`config.mk`:
```
export PLATFORM = sky130hd
export DESIGN_NAME = dcache_flush_walker
export DESIGN_NICKNAME = d
export VERILOG_FILES = /design/src/rtl/dcache_flush_walker.sv
export SDC_FILE = /design/constraint.sdc
export NUM_CORES = 1
export LEC_CHECK = 0
export ABC_AREA = 1
export ABC_CLOCK_PERIOD_IN_PS = 1450
export CAP_MARGIN = 20
export CORE_MARGIN = 5
export CORE_UTILIZATION = 42
export CTS_CLUSTER_SIZE = 10
export DETAILED_ROUTE_END_ITERATION = 8
export MAX_ROUTING_LAYER = met4
export PLACE_DENSITY = 0.79
export SETUP_SLACK_MARGIN = 0.1
export SLEW_MARGIN = 20
export SYNTH_ARGS = -nofsm -noshare
export SYNTH_HDL_FRONTEND = slang
export SYNTH_SLANG_ARGS = --single-unit
```
`constraint.sdc`:
```
create_clock -name clk_i -period 1.45 [get_ports clk_i]
set_input_delay 0.145 -clock clk_i [delete_from_list [all_inputs] [get_ports clk_i]]
set_output_delay 0.145 -clock clk_i [all_outputs]
set_load 0.01 [all_outputs]
```
`src/rtl/dcache_flush_walker.sv`:
```
// rtl/dcache_flush_walker.sv - dcache flush responder: walks all sets/ways, writes back dirty lines, invalidates, acks.
// Optional write-back perf counter enabled by DCACHE_FLUSH_PERF_CNT_EN.
module dcache_flush_walker #(
    parameter int NUM_SETS = 256,
    parameter int NUM_WAYS = 8,
    parameter int TAG_W    = 44,
    parameter int OFFSET_W = 4,
    parameter int ADDR_W   = 56,
    localparam int IDX_W   = $clog2(NUM_SETS),
    localparam int WAY_W   = (NUM_WAYS > 1) ? $clog2(NUM_WAYS) : 1
) (
    input  logic              clk_i,
    input  logic              rst_ni,
    input  logic              flush_i,
    output logic              flush_ack_o,
    output logic              busy_o,
    output logic              tag_req_o,
    output logic [IDX_W-1:0]  tag_set_o,
    output logic [WAY_W-1:0]  tag_way_o,
    input  logic              tag_valid_i,
    input  logic              tag_dirty_i,
    input  logic [TAG_W-1:0]  tag_i,
    output logic              wb_req_o,
    output logic [ADDR_W-1:0] wb_addr_o,
    input  logic              wb_gnt_i,
    output logic              inv_we_o
`ifdef DCACHE_FLUSH_PERF_CNT_EN
    ,
    output logic [31:0]       wb_count_o
`endif
);

    typedef enum logic [2:0] {
        S_IDLE  = 3'd0,
        S_READ  = 3'd1,
        S_CHECK = 3'd2,
        S_WB    = 3'd3,
        S_INV   = 3'd4,
        S_DONE  = 3'd5
    } state_t;

    state_t             state_q;
    state_t             state_d;
    logic [IDX_W-1:0]   set_q;
    logic [WAY_W-1:0]   way_q;
    logic [ADDR_W-1:0]  wb_addr_q;
    logic               way_last;
    logic               line_last;

    assign way_last  = (way_q == WAY_W'(NUM_WAYS - 1));
    assign line_last = way_last && (set_q == IDX_W'(NUM_SETS - 1));

    always_ff @(posedge clk_i or negedge rst_ni) begin
        if (!rst_ni) begin
            state_q <= S_IDLE;
        end else begin
            state_q <= state_d;
        end
    end

    always_comb begin
        state_d = state_q;
        case (state_q)
            S_IDLE:  if (flush_i) state_d = S_READ;
            S_READ:  state_d = S_CHECK;
            S_CHECK: state_d = (tag_valid_i && tag_dirty_i) ? S_WB : S_INV;
            S_WB:    if (wb_gnt_i) state_d = S_INV;
            S_INV:   state_d = line_last ? S_DONE : S_READ;
            S_DONE:  state_d = S_IDLE;
            default: state_d = S_IDLE;
        endcase
    end

    // Way is the inner loop so consecutive reads stay within one set.
    always_ff @(posedge clk_i or negedge rst_ni) begin
        if (!rst_ni) begin
            set_q     <= '0;
            way_q     <= '0;
            wb_addr_q <= '0;
        end else begin
            if (state_q == S_IDLE && flush_i) begin
                set_q <= '0;
                way_q <= '0;
            end else if (state_q == S_INV && !line_last) begin
                if (way_last) begin
                    way_q <= '0;
                    set_q <= set_q + 1'b1;
                end else begin
                    way_q <= way_q + 1'b1;
                end
            end
            if (state_q == S_CHECK && tag_valid_i && tag_dirty_i) begin
                wb_addr_q <= {tag_i, set_q, {OFFSET_W{1'b0}}};
            end
        end
    end

`ifdef DCACHE_FLUSH_PERF_CNT_EN
    logic [31:0] wb_count_q;

    always_ff @(posedge clk_i or negedge rst_ni) begin
        if (!rst_ni) begin
            wb_count_q <= '0;
        end else if (state_q == S_IDLE && flush_i) begin
            wb_count_q <= '0;
        end else if (state_q == S_WB && wb_gnt_i && wb_count_q != '1) begin
            wb_count_q <= wb_count_q + 32'd1;
        end
    end

    assign wb_count_o = wb_count_q;
`endif

    // Every output is a decode of registered state; no input reaches an output combinationally.
    always_comb begin
        tag_req_o   = (state_q == S_READ);
        wb_req_o    = (state_q == S_WB);
        inv_we_o    = (state_q == S_INV);
        flush_ack_o = (state_q == S_DONE);
        busy_o      = (state_q != S_IDLE);
        tag_set_o   = set_q;
        tag_way_o   = way_q;
        wb_addr_o   = wb_addr_q;
    end

endmodule

```
; Word level (Yosys, flattened, before mapping)
; Cells that the tools add are included.
[op_classes]
n_addsub = 2
eq_ne = 9
n_mux = 11
reduce_logical = 13
[op_table]
columns = operator, count
row1 = $mux 8, 3
row2 = $mux 3, 7
row3 = $pmux 3 s5, 1
row4 = $eq 3x3->1 const B, 3
row5 = $add 8x1->8 const B, 1
row6 = $eq 8x8->1 const B, 1
row7 = $eq 3x2->1 const B, 2
row8 = $logic_and 1x1->1, 6
row9 = $reduce_and 2->1, 2
row10 = $reduce_bool 2->1, 2
row11 = $add 3x1->3 const B, 1
row12 = $eq 3x1->1 const B, 1
row13 = $logic_not 3->1, 1
row14 = $reduce_bool 3->1, 1
row15 = $ne 2x1->1 const B, 1
row16 = $ne 2x2->1 const B, 1
row17 = $logic_not 1->1, 1
[word_totals]
reg_bits = 66
output_inout_bits = 72
wordCells = 39

; Logic depth before layout (Yosys ltp)
[logic_depth]
ltp_word = 6
depth_mapped = 9

; Worst setup path before layout
; Ideal clock, no wire load.
[synth_timing]
path_type = reg2reg
start = reg set_q[1], in the netlist tag_set_o[1]
end = reg way_q[0], in the netlist tag_way_o[0]
setup_ps = 67
t_arrival_ps = 1306
setup_slack_ps = 78
path_stages_with_launch = 8
path_buffers = 0
period_less_slack_ps = 1372
path_cell_list = dfrtp_1 -> ha_1 -> nand3_1 -> nor2_1 -> nand3_1 -> nand2_1 -> nand3_1 -> nand2_1
[synth_via]
elab_chain_len = 5
[synth_rtl]
columns = element, line_no
row1 = "start, declared", 44  ; logic [IDX_W-1:0] set_q;
row2 = "start signal, assigned", 87  ; set_q <= set_q + 1'b1;
row3 = $eq 8x8->1, 51  ; assign line_last = way_last && (set_q == IDX_W'(NUM_SETS - 1));
row4 = $logic_and 1x1->1, 51
row5 = $logic_not 1->1, 84  ; end else if (state_q == S_INV && !line_last) begin
row6 = $logic_and 1x1->1, 84
row7 = $reduce_bool 2->1 (no line), n/a
row8 = "end signal, assigned", 89  ; way_q <= way_q + 1'b1;
row9 = "end, declared", 45  ; logic [WAY_W-1:0] way_q;
; Every way passes these cells.
; A chain may end at the register's enable or synchronous reset.

; Final worst setup path
[layout_timing]
start = reg state_q[1]
end = out inv_we_o
[layout_via]
elab_chain_len = 1
[layout_rtl]
columns = element, line_no
row1 = "start, declared", 42  ; state_t state_q;
row2 = "start signal, assigned", 57  ; state_q <= state_d;
row3 = $eq 3x3->1, 118  ; inv_we_o = (state_q == S_INV);
row4 = "end, declared", 26  ; output logic inv_we_o
; Every way passes these cells.

==> run_results.csv <==
group,metric,value,unit
floorplanning,die_w,92.72,um
sta,timing.fmax,654.3,MHz
pwr,internal-power,5.380,mW
pwr,irDropWorstVdd,1.102,mV
layout,final_layout_size_suffix_gt1_share,24.02,%
placed_design,post-dp-hpwl,5.562,mm
placed_design,numPortBuffers,117,
route,post_drt_via_cell_ratio,4.915,
cts,cts.reportedPaths.clkPinSlew,0.07,ns
pwr,clockPowerShare,18.1,%
floorplanning,die_area,8597,um^2
cts,insertion_delay,0.34,ns
pwr,total_power,8.538,mW
worst_setup_path,crit_required,1.31,ns
pwr,sw_frac_of_total,36.99,%
route,antenna_left,0,
cts,cts_tree,"yes",
global_route,grt_max_degree,67,
sta,rsz0062_at_grt,"true",
layout,multi_input_area,1266,um^2
sta,setup_violations,49,
pwr,comb_power_share,45.8,%
floorplanning,fp-row-count,30,
synth,syn_inst,344,
global_route,grt_usage,20.09,%
pwr,seqPwrFrac,36.2,%
worst_setup_path,cp-startpoint,"state_q[1]",
floorplanning,io_pins,122,
layout,fill_cells,522,
run_status,violations,"setup timing",
pwr,power.leakage,2.624,nW
worst_setup_path,worstPathArrival,1.38,ns
floorplanning,core,6719,um^2
sta,tns,-1.282,ns
route,drt-initial-drc-count,155,
run_status,outcome,"complete, but fails checks",
cts,cts_max_path_buffers,2,
global_route,antenna_found_initial,1,
worst_setup_path,critical_path_class,"reg -> out",
global_route,grt_pass1_vias,2890,
floorplanning,dieHeight,92.72,um
layout,area_delta_synth_final,68.83,%
synth,yosys_warnings,0,
cts,h-tree-depth,3,
synth,yosysSeqAreaShare,57.47,%
synth,syn_avg_cell_area,8.355,um^2
pwr,power_density,1760,nW/um^2
cts,clkSinkCount,66,
placed_design,dp_slack,-0.08901,ns
worst_setup_path,cp-end-kind,"primary output",
global_route,grt_pass1_wl,13.38,mm
layout,fin_util,72.22,%
sta,hold_viol,0,
sta,final_max_slew_viol_count,0,
global_route,grt_overflow,0,
layout,regArea,1657,um^2
placed_design,routabilityCongestion,0.9097,
sta,finalCriticalPeriod,1.528,ns
sta,hold-worst-slack,0.3368,ns
synth,synth.distinct_cells,21,
route,first_pass_iters,4,
run,drv_cap,0,
synth,synthesis.area,2874,um^2
sta,fin_ws,-0.07825,ns
layout,fin_nets,556,
route,wl_per_cell,15.24,um
floorplanning,start_util,42.77,%
worst_setup_path,critPathMaxFanout,4,
cts,cts_root_buffer,"clkbuf_8",
route,wl,8.978,mm
pwr,power.net_switching,3.158,mW
worst_setup_path,worstSetupStartpointType,"register",
cts,cts_buffers,9,
worst_setup_path,r2r-start,"state_q[2]",
sta,fin_crit_sh,105.4,%
route,post-route-drc-count,0,
min_path,hold_class,"in -> async",
route,vias,2895,
synth,synth-seq-cells,66,
worst_setup_path,reg2reg_slack,-0.05,ns
sta,fin_worst_skew,0.008193,ns
sequential cells by signal, indices dropped and copies added, names as in the netlist:
signal and flops:
wb_addr_o 52, tag_way_o 3, state_q 3, tag_set_o 8
per-stage QoR:
step / area [um^2] / cells
floorplan: 2889 / 347
global placement: 4254 / 550
detailed placement: 4254 / 550
CTS: 4567 / 580
global route: 4852 / 589
finish: 4852 / 589
synth_stat cells, drive strengths merged:
cell type,number,area (um^2)
inv,17,63.81
ha,3,37.54
xor2,3,26.28
a31oi,1,6.260
nand3,21,115.1
nand4,3,18.77
dfrtp,66,1652
nor2,12,45.04
o21ai,10,50.05
clkbuf,3,11.26
nand2,185,696.9
a21oi,1,5.000
conb,1,3.750
nor3,4,42.54
buf,14,100.1
what timing repair did:
item / in CTS / in global routing
hold buffers: 1 / 0
pin swaps: 7 / 26
setup buffers: 11 / 5
cloned: 2 / 3
setup endpoints to repair: 133 / 73
hold endpoints to repair: 66 / 0
resized for setup: 109 / 53
cell usage in the layout, fill, tap and decap left out, types with 5 or more instances in the layout:
| cell type | instances |
|---|---|
| buf_12 | 5 |
| buf_4 | 26 |
| buf_6 | 10 |
| clkbuf_8 | 10 |
| clkdlybuf4s50_1 | 48 |
| dfrtp_1 | 62 |
| dlygate4sd2_1 | 61 |
| inv_1 | 14 |
| nand2_1 | 153 |
| nand2_2 | 27 |
| nand2_4 | 5 |
| nand3_1 | 15 |
| nor2_1 | 6 |
| o21ai_0 | 9 |
cell type report:
type / instances / share of cell area, %
Tap cell: 80 / 2.063
Clock buffer: 11 / 2.914
Antenna cell: 1 / 0.05157
Sequential cell: 66 / 34.14
Multi-Input combinational cell: 248 / 26.10
Timing Repair Buffer: 161 / 32.26
Clock inverter: 5 / 1.109
Inverter: 17 / 1.367
worst paths after layout:
path | endpoint | depth (start not counted)
worst max-delay path | inv_we_o | 3
worst min-delay path | tag_way_o[1] | 3
worst max register to register | state_q[0] | 8
worst min register to register | wb_addr_o[27] | 2
max in group asynchronous | tag_set_o[6] | 3
min in group clk_i | wb_addr_o[27] | 3
routing by layer:
metal / vias to the layer above / share of wire, % / GRT usage, %
met2: 126 / 52 / 33.29
li1: 1386 / - / -
met5: - / 0 / -
met3: 14 / 6.9 / 5.768
met1: 1369 / 40 / 23.50
met4: 0 / 1.4 / 6.960
kinds of logic (layout without fill, tap and decap cells):
kind of cell             count (synthesis)  count (layout)  share of synthesized area, %
AND/OR/NAND/NOR                        225             226                         31.95
flip-flops                              66              66                         57.47
buffers and inverters                   34             194                         6.095
AO/OA/AOI/OAI                           12              12                         2.133
adder cells (fa/ha/maj)                  3               3                         1.306
XOR/XNOR                                 3               3                        0.9144
other                                    1               5                        0.1305
power groups by stage:
stage               clock network, mW  registers, mW  logic, mW
floorplan                           0           3.48       1.08
global placement                    0           3.12       3.63
detailed placement                  0           3.14       3.73
CTS                              1.56           3.07       3.47
global route                     1.64           3.19       4.24
finish                           1.54           3.09       3.91
worst max-delay path, stage by stage, from the launching register on:
cell and delay, ns:
dfrtp_2 0.45, buf_4 0.15, nor3_4 0.26, buf_2 0.18
(Power assumes the default switching activity.)
